<file path="config.mk">
export PLATFORM = sky130hd
export DESIGN_NAME = axis_mux_arbiter
export DESIGN_NICKNAME = d
export VERILOG_FILES = /design/src/rtl/axis_arb_pkg.sv /design/src/rtl/axis_mux_arbiter_rr_pick.sv /design/src/rtl/axis_mux_arbiter.sv
export SDC_FILE = /design/constraint.sdc
export NUM_CORES = 1
export LEC_CHECK = 0
export CAP_MARGIN = 20
export CORE_MARGIN = 2
export CORE_UTILIZATION = 40
export CTS_BUF_LIST = sky130_fd_sc_hd__clkbuf_2
export DETAILED_ROUTE_END_ITERATION = 8
export PLACE_DENSITY = 0.7
export SLEW_MARGIN = 5
export SYNTH_ARGS = -nofsm -noshare
export SYNTH_HDL_FRONTEND = slang
export SYNTH_SLANG_ARGS = --single-unit
export TNS_END_PERCENT = 10
</file>
<file path="constraint.sdc">
create_clock -name clk_i -period 2 [get_ports clk_i]
set_input_delay 0.6 -clock clk_i [delete_from_list [all_inputs] [get_ports clk_i]]
set_output_delay 0.6 -clock clk_i [all_outputs]
set_load 0.01 [all_outputs]
</file>
<file path="src/rtl/axis_arb_pkg.sv">
// Shared types and width helpers for the AXI-Stream mux arbiter.
package axis_arb_pkg;

    typedef enum logic {
        IDLE  = 1'b0,
        GRANT = 1'b1
    } state_e;

    // Width of a field that must hold values 0..n-1; never narrower than one bit.
    function automatic int unsigned bits_for(input int unsigned n);
        return (n <= 1) ? 1 : $clog2(n);
    endfunction

endpackage

</file>
<file path="src/rtl/axis_mux_arbiter_rr_pick.sv">
// Combinational round-robin picker: first set request at or after the pointer, wrapping.
module rr_pick
    import axis_arb_pkg::*;
#(
    parameter int N  = 4,
    parameter int IW = bits_for(N)
) (
    input  logic [N-1:0]  i_req,
    input  logic [IW-1:0] i_ptr,
    output logic          o_vld,
    output logic [IW-1:0] o_idx
);

    always_comb begin : pick
        logic [IW:0]   w_sum;
        logic [IW-1:0] w_idx;
        // NOTE: every combinational output gets a default first, so no path can infer a latch.
        o_vld = 1'b0;
        o_idx = '0;
        w_sum = '0;
        w_idx = '0;
        // Walk from lowest priority to highest so the last hit wins.
        for (int k = N - 1; k >= 0; k--) begin
            w_sum = {1'b0, i_ptr} + (IW + 1)'(k);
            if (w_sum >= (IW + 1)'(N)) begin
                w_sum = w_sum - (IW + 1)'(N);
            end
            w_idx = w_sum[IW-1:0];
            if (i_req[w_idx]) begin
                o_vld = 1'b1;
                o_idx = w_idx;
            end
        end
    end

endmodule

</file>
<file path="src/rtl/axis_mux_arbiter.sv">
// Round-robin arbiter driving an AXI-Stream mux select, with per-grant burst limit.
module axis_mux_arbiter
    import axis_arb_pkg::*;
#(
    parameter  int PORT_NUM  = 4,
    parameter  int MAX_BURST = 16,
    localparam int IW        = bits_for(PORT_NUM),
    localparam int CW        = bits_for(MAX_BURST + 1)
) (
    input  logic                clk_i,
    input  logic                rst_n_i,
    input  logic [PORT_NUM-1:0] s_axi_vld_i,
    input  logic                m_axi_rdy_i,
    output logic [PORT_NUM-1:0] mux_ctrl_o,
    output logic [IW-1:0]       grant_idx_o,
    output logic                busy_o,
    output logic [CW-1:0]       beat_cnt_o
);

    state_e              r_state,     w_state_nxt;
    logic [PORT_NUM-1:0] r_mux_ctrl,  w_mux_ctrl_nxt;
    logic [IW-1:0]       r_grant_idx, w_grant_idx_nxt;
    logic [IW-1:0]       r_ptr,       w_ptr_nxt;
    logic                r_busy,      w_busy_nxt;
    logic [CW-1:0]       r_beat_cnt,  w_beat_cnt_nxt;
    logic                r_arm;

    logic                w_pick_vld;
    logic [IW-1:0]       w_pick_idx;
    logic                w_gnt_vld;
    logic                w_beat;
    logic                w_last;

    rr_pick #(
        .N  (PORT_NUM),
        .IW (IW)
    ) u_rr_pick (
        .i_req (s_axi_vld_i),
        .i_ptr (r_ptr),
        .o_vld (w_pick_vld),
        .o_idx (w_pick_idx)
    );

    assign w_gnt_vld = s_axi_vld_i[r_grant_idx];
    assign w_beat    = (r_state == GRANT) && w_gnt_vld && m_axi_rdy_i;
    assign w_last    = w_beat && (r_beat_cnt == CW'(MAX_BURST - 1));

    always_comb begin
        w_state_nxt     = r_state;
        w_mux_ctrl_nxt  = r_mux_ctrl;
        w_grant_idx_nxt = r_grant_idx;
        w_busy_nxt      = r_busy;
        w_beat_cnt_nxt  = r_beat_cnt;
        w_ptr_nxt       = r_ptr;
        case (r_state)
            IDLE: begin
                if (r_arm && w_pick_vld) begin
                    w_state_nxt                = GRANT;
                    w_mux_ctrl_nxt             = '0;
                    w_mux_ctrl_nxt[w_pick_idx] = 1'b1;
                    w_grant_idx_nxt            = w_pick_idx;
                    w_busy_nxt                 = 1'b1;
                    w_beat_cnt_nxt             = '0;
                end
            end
            GRANT: begin
                if (w_beat) begin
                    w_beat_cnt_nxt = r_beat_cnt + CW'(1);
                end
                if (w_last || !w_gnt_vld) begin
                    w_state_nxt    = IDLE;
                    w_mux_ctrl_nxt = '0;
                    w_busy_nxt     = 1'b0;
                    w_ptr_nxt      = (r_grant_idx == IW'(PORT_NUM - 1)) ? '0
                                                                       : r_grant_idx + IW'(1);
                end
            end
            default: w_state_nxt = IDLE;
        endcase
    end

    // NOTE: sequential state uses non-blocking assignments so every flop samples pre-edge values.
    always_ff @(posedge clk_i or negedge rst_n_i) begin
        if (!rst_n_i) begin
            r_state     <= IDLE;
            r_mux_ctrl  <= '0;
            r_grant_idx <= '0;
            r_busy      <= 1'b0;
            r_beat_cnt  <= '0;
            r_ptr       <= '0;
        end else begin
            r_state     <= w_state_nxt;
            r_mux_ctrl  <= w_mux_ctrl_nxt;
            r_grant_idx <= w_grant_idx_nxt;
            r_busy      <= w_busy_nxt;
            r_beat_cnt  <= w_beat_cnt_nxt;
            r_ptr       <= w_ptr_nxt;
        end
    end

    // Arbitration stays disabled for the first edge after reset release.
    always_ff @(posedge clk_i or negedge rst_n_i) begin
        if (!rst_n_i) begin
            r_arm <= 1'b0;
        end else begin
            r_arm <= 1'b1;
        end
    end

    assign mux_ctrl_o  = r_mux_ctrl;
    assign grant_idx_o = r_grant_idx;
    assign busy_o      = r_busy;
    assign beat_cnt_o  = r_beat_cnt;

endmodule

</file>
# Word level (Yosys, flattened, before mapping)
# Cells that the tools add are included.
[word_totals]
output_inout_bits = 12
ff_bits = 16
inputBits = 7
word_cells = 81
[op_classes]
n_mux = 37
n_addsub = 9
n_eq_ne = 5
n_bitwise = 1
order_cmp = 11
reduce_logical = 11
[ops]
columns = ["op", "count"]
rows = [
  ["2-bit by 3-bit < comparator with 1-bit output (second input constant)", 6],
  ["2-bit two-way mux", 9],
  ["1-bit two-way mux", 14],
  ["1-bit binary-select mux with 2-bit select", 5],
  ["5-bit two-way mux", 2],
  ["5-bit case mux with 2 select lines", 1],
  ["3-bit >= comparator (second input constant)", 3],
  ["4-bit two-way mux", 2],
  ["4-bit case mux with 2 select lines", 1],
  ["2-bit AND reduction", 4],
  ["2-bit by 1-bit subtractor with 2-bit output (second input constant)", 4],
  ["2-bit by 2-bit adder with 3-bit output (second input constant)", 2],
  ["5-bit by 1-bit adder with 5-bit output (second input constant)", 1],
  ["5-bit by 4-bit == test with 1-bit output (second input constant)", 1],
  ["1-bit logical AND", 5],
  ["2-bit by 1-bit != test with 1-bit output (second input constant)", 2],
  ["1-bit case mux with 2 select lines", 2],
  ["2-bit by 1-bit adder with 3-bit output (second input constant)", 1],
  ["2-bit by 3-bit >= comparator with 1-bit output (second input constant)", 1],
  ["2-bit by 1-bit adder with 2-bit output (second input constant)", 1],
  ["1-bit demux with 2-bit select", 1],
  ["2-bit == test (second input constant)", 1],
  ["2-bit by 1-bit >= comparator with 1-bit output (second input constant)", 1],
  ["2-bit != test (second input constant)", 1],
  ["other kinds (3)", 3],
]

# Logic depth before layout (Yosys ltp)
[depth]
depth_word = 15
mapped_depth = 7
depth_no_buf = 7

# Cells and area by module
# A second synthesis with hierarchy kept.
[hier_totals]
hier_cells = 98
area_unflattened_um2 = 960.9
[by_module_without_submodules]
columns = ["module", "seq_area_each_um2", "instances", "area_each_um2", "cells_each"]
rows = [
  ["axis_mux_arbiter", 400.4, 1, 883.3, 85],
  ["rr_pick", 0.0, 1, 77.6, 13],
]

# Least setup slack after synthesis
# Ideal clock, no wire load.
[synth_timing]
path_kind = "in2reg"
startpoint = "input port s_axi_vld_i[3]"
endpoint = "register r_mux_ctrl[2] (netlist: mux_ctrl_o[2])"
setup_ns = 0.121
setup_slack_ns = 0.234
arrival_ns = 1.645
path_buffers = 0
required_time_ns = 1.879
path_stages = 4
path_cell_list = "mux4_2 a21bo_4 and2_4 a22o_1"
[synth_via]
elab_chain_cells = 12
elab_cells_between_ends = 34
cone_classes = "order compare (2); eq/ne (2); mux (22); reduce/logical (8)"
[synth_lines]
columns = ["item", "line_no", "source"]
rows = [
  ["from (decl)", "axis_mux_arbiter.sv:12", "input logic [PORT_NUM-1:0] s_axi_vld_i,"],
  ["1-bit binary-select mux with 2-bit select", "axis_mux_arbiter_rr_pick.sv:29", "if (i_req[w_idx]) begin"],
  ["1-bit two-way mux (not written as such)", "axis_mux_arbiter_rr_pick.sv:29", ""],
  ["2-bit two-way mux (4 in a row)", "axis_mux_arbiter_rr_pick.sv:29", ""],
  ["2-bit by 3-bit < comparator with 1-bit output (not written as such) / 2-bit by 1-bit >= comparator with 1-bit output (equally long branches)", "axis_mux_arbiter.sv:60", "w_mux_ctrl_nxt[w_pick_idx] = 1'b1;"],
  ["1-bit logical AND (not written as such)", "axis_mux_arbiter.sv:60", ""],
  ["1-bit two-way mux (not written as such)", "axis_mux_arbiter.sv:60", ""],
  ["1-bit demux with 2-bit select", "axis_mux_arbiter.sv:60", ""],
  ["4-bit two-way mux", "axis_mux_arbiter.sv:57", "if (r_arm && w_pick_vld) begin"],
  ["4-bit case mux with 2 select lines", "axis_mux_arbiter.sv:55", "case (r_state)"],
  ["to (signal assigned)", "axis_mux_arbiter.sv:93", "r_mux_ctrl <= w_mux_ctrl_nxt;"],
  ["to (decl)", "axis_mux_arbiter.sv:21", "logic [PORT_NUM-1:0] r_mux_ctrl, w_mux_ctrl_nxt;"],
]
# Parallel ways exist; a longest one is shown, timed or not. The select of a mux whose other input is x is not followed.
# A chain may end at the register's enable or synchronous reset.

# Worst setup path after layout
[layout_timing]
startpoint = "input port s_axi_vld_i[2]"
endpoint = "register r_mux_ctrl[3] (netlist: mux_ctrl_o[3])"
# The elaborated chain is that of the path after synthesis.

==> results.cfg <==
[status]
outcome = complete, no violations

[worst_hold_path]
hold_path.class = register to register
holdCritStartpoint = beat_cnt_o[3]

[cts]
cts.repair_timing.setup_buffer_count = 0
clock_insertion_delay_worst_skew_ns = 0.30
clock_tree_from_tritoncts = done
clock_tree.buffer_depth = 2
clkSinkCount = 16
cts.root.buffer_cell = sky130_fd_sc_hd__clkbuf_2
htree_num_levels = 1
cts_inserted_buffers = 3
cts.clk_slew.worst_paths_ns = 0.17

[power_and_ir_drop]
cellLeakagePower_uw = 0.000547
pwr-share-seq = 0.421
proportion_of_power_drawn_by_the_clock_network = 0.108
combinationalPowerShare = 0.472
power.switching_uw = 478
power.internal_uw = 851
switching_share = 0.360
power_per_cell_area_nw_per_um2 = 1220
peakVddDrop_mv = 0.643

[cells_and_area]
commonest_non_fill_non_tap_cell_in_the_layout = sky130_fd_sc_hd__dfrtp_1
fraction_of_final_layout_cells_with_drive_strength_greater_than_1 = 0.190
finish.utilization = 0.567
insertedDiodeCount = 0
area_growth_syn_to_layout_pct = 35.2
num-nets-final = 111
fillers = 177
final_cell_mix = sky130_fd_sc_hd__dfrtp_1, sky130_fd_sc_hd__nand2_1, sky130_fd_sc_hd__clkdlybuf4s50_1
layout.cells.non_filler = 127

[timing]
layout_worst_path_cycle_share = 0.984
setup_viol = 0
report.final.hold_viol_count = 0
unrepaired_setup_endpoints_after_global_routing = false
maxSlewViolCount = 0
maxClockFrequency_mhz = 508
setup_clock_skew_after_layout_ns = 0.0335
period_minus_slack_ns = 1.97

[die]
floorplan.initialDensity = 0.419
boundaryPins = 19
die_area_sq_um = 2390
die_h_um = 48.9
x_dimension_of_the_die_um = 48.9
coreArea_sq_um = 1920
row_count = 16

[routing]
vias_per_std_cell = 4.94
drt_drc_violations_left = 0
antenna_violating_nets_post_route = 0
num_vias = 627
wl_um = 1640
drt-wirelength-per-cell_um = 12.9
firstDrtPassIters = 4
dr.first_iter.drc_count = 6

[yosys]
synthesis.yosys.warnings = 0
synthDominantCellAreaShare = 0.497
synth_area_leaders = sky130_fd_sc_hd__dfrtp_1, sky130_fd_sc_hd__nand2_1, sky130_fd_sc_hd__mux2i_1
synth.largest_area_cell = sky130_fd_sc_hd__dfrtp_1
syn-num-nets = 83
synth-seq-cells = 16
syn-instance-count = 73
netlist_area_sq_um = 806
syn-mean-instance-area_sq_um = 11.0
synth.yosys.seq_area_share = 0.497
cell_variety_after_synth = 31

[global_route]
grt.total_usage = 0.166
maximum_number_of_pins_on_one_net_before_global_route_repair = 17
grt_first_pass_wirelength_um = 2960
grt_pass1_vias = 638
grt_overflow = 0
initial_antenna_violation_count = 0

[placed_design]
placedCellCount = 123
place_congestion = 0.822
hpwlAfterDp_um = 1290
io_buffer_count = 18

[critical_path]
timing.rr.start = beat_cnt_o[0]
required_ns = 2.17
startpoint = s_axi_vld_i[2]
cp-end-kind = register
cp-start-kind = input port
path_class = input port to register
cp.arrival_ns = 2.14
critPathMaxFanout = 4

[job]
max-cap-violations = 0
-- logic make-up after synthesis --
family	Yosys count	synth area share
AOI/OAI and AO/OA	13	0.129
adders and majority gates	3	0.0466
buffers and inverters	4	0.0326
DFF	16	0.497
muxes	7	0.104
other	1	0.00465
and+or+nand+nor	29	0.186
-- layer usage --
| metal | GRT usage | vias to the layer above | routed length, um |
|---|---|---|---|
| met1 | 0.234 | 307 | 807 |
| met4 | 0.105 | 0 | 22 |
| li1 | - | 311 | - |
| met2 | 0.226 | 7 | 760 |
| met5 | 0 | - | 0 |
| met3 | 0.0399 | 2 | 50 |
-- Yosys cell counts (all sizes together) --
cell,number
a21bo,1
a21o,1
a21oi,2
a22o,2
a311oi,1
and2,1
and3,2
buf,2
conb,1
dfrtp,16
ha,3
inv,2
mux2,1
mux2i,5
mux4,1
nand2,14
nand2b,2
nand3,1
nand3b,1
nand4,1
nor2,2
nor2b,1
nor3,2
o21ai,2
o21bai,1
o2bb2ai,2
o31ai,1
or3,1
or4,1
-- worst max-delay path: stages --
cell                              delay [ns]
sky130_fd_sc_hd__clkdlybuf4s50_1        0.44
sky130_fd_sc_hd__mux4_2                 0.50
sky130_fd_sc_hd__a21bo_4                0.25
sky130_fd_sc_hd__and2_4                 0.17
sky130_fd_sc_hd__a22o_1                 0.18
-- power by group through the flow --
| stage | logic, uW | registers [uW] | clock network, uW |
|---|---|---|---|
| finish | 627 | 559 | 143 |
| global route | 690 | 577 | 164 |
| CTS | 632 | 557 | 152 |
| detailed placement | 628 | 566 | 0 |
| global placement | 622 | 565 | 0 |
| floorplan | 320 | 583 | 0 |
-- final timing paths --
path,end,slack [ns],depth (start not counted)
setup / recovery,mux_ctrl_o[3],0.03,5
hold / removal,beat_cnt_o[3],0.50,1
hold reg to reg,beat_cnt_o[3],0.50,1
setup reg to reg,mux_ctrl_o[3],0.25,7
min in group asynchronous,beat_cnt_o[1],0.58,2
max in group asynchronous,grant_idx_o[0],1.21,2
-- state kept, by name, indices dropped and copies added (netlist names) --
signal,flops
beat_cnt_o,5
busy_o,1
grant_idx_o,2
mux_ctrl_o,4
r_arm,1
r_ptr,2
r_state,1
-- timing repair --
| item | 4_1_cts | 5_1_grt |
|---|---|---|
| hold buffers | 0 | 0 |
| endpoints found under the setup margin | 0 | 4 |
| gates resized for setup | 0 | 6 |
-- metrics by stage --
stage	hold slack (ns)	instance area, sq um	worst slack (ns)	power [uW]	TNS [ns]
2_1_floorplan	0.304	806	0.234	903	0
3_3_place_gp	0.475	1050	-0.273	1190	-3.02
3_5_place_dp	0.476	1050	-0.288	1190	-3.33
4_1_cts	0.504	1070	0.0303	1340	0
5_1_grt	0.544	1090	0.00194	1430	0
6_report	0.497	1090	0.0311	1330	0
-- layout make-up --
cell class / count / area (sq um) / share of cell area
flip-flops and latches: 16 / 402 / 0.369
multi-input cells: 53 / 385 / 0.354
clock buffers: 3 / 15.0 / 0.0138
repair buffers: 25 / 243 / 0.223
clock inverters: 1 / 3.75 / 0.00344
well taps: 27 / 33.8 / 0.0310
inverters: 2 / 7.51 / 0.00689
No activity file was read; power rests on OpenSTA's default activity.
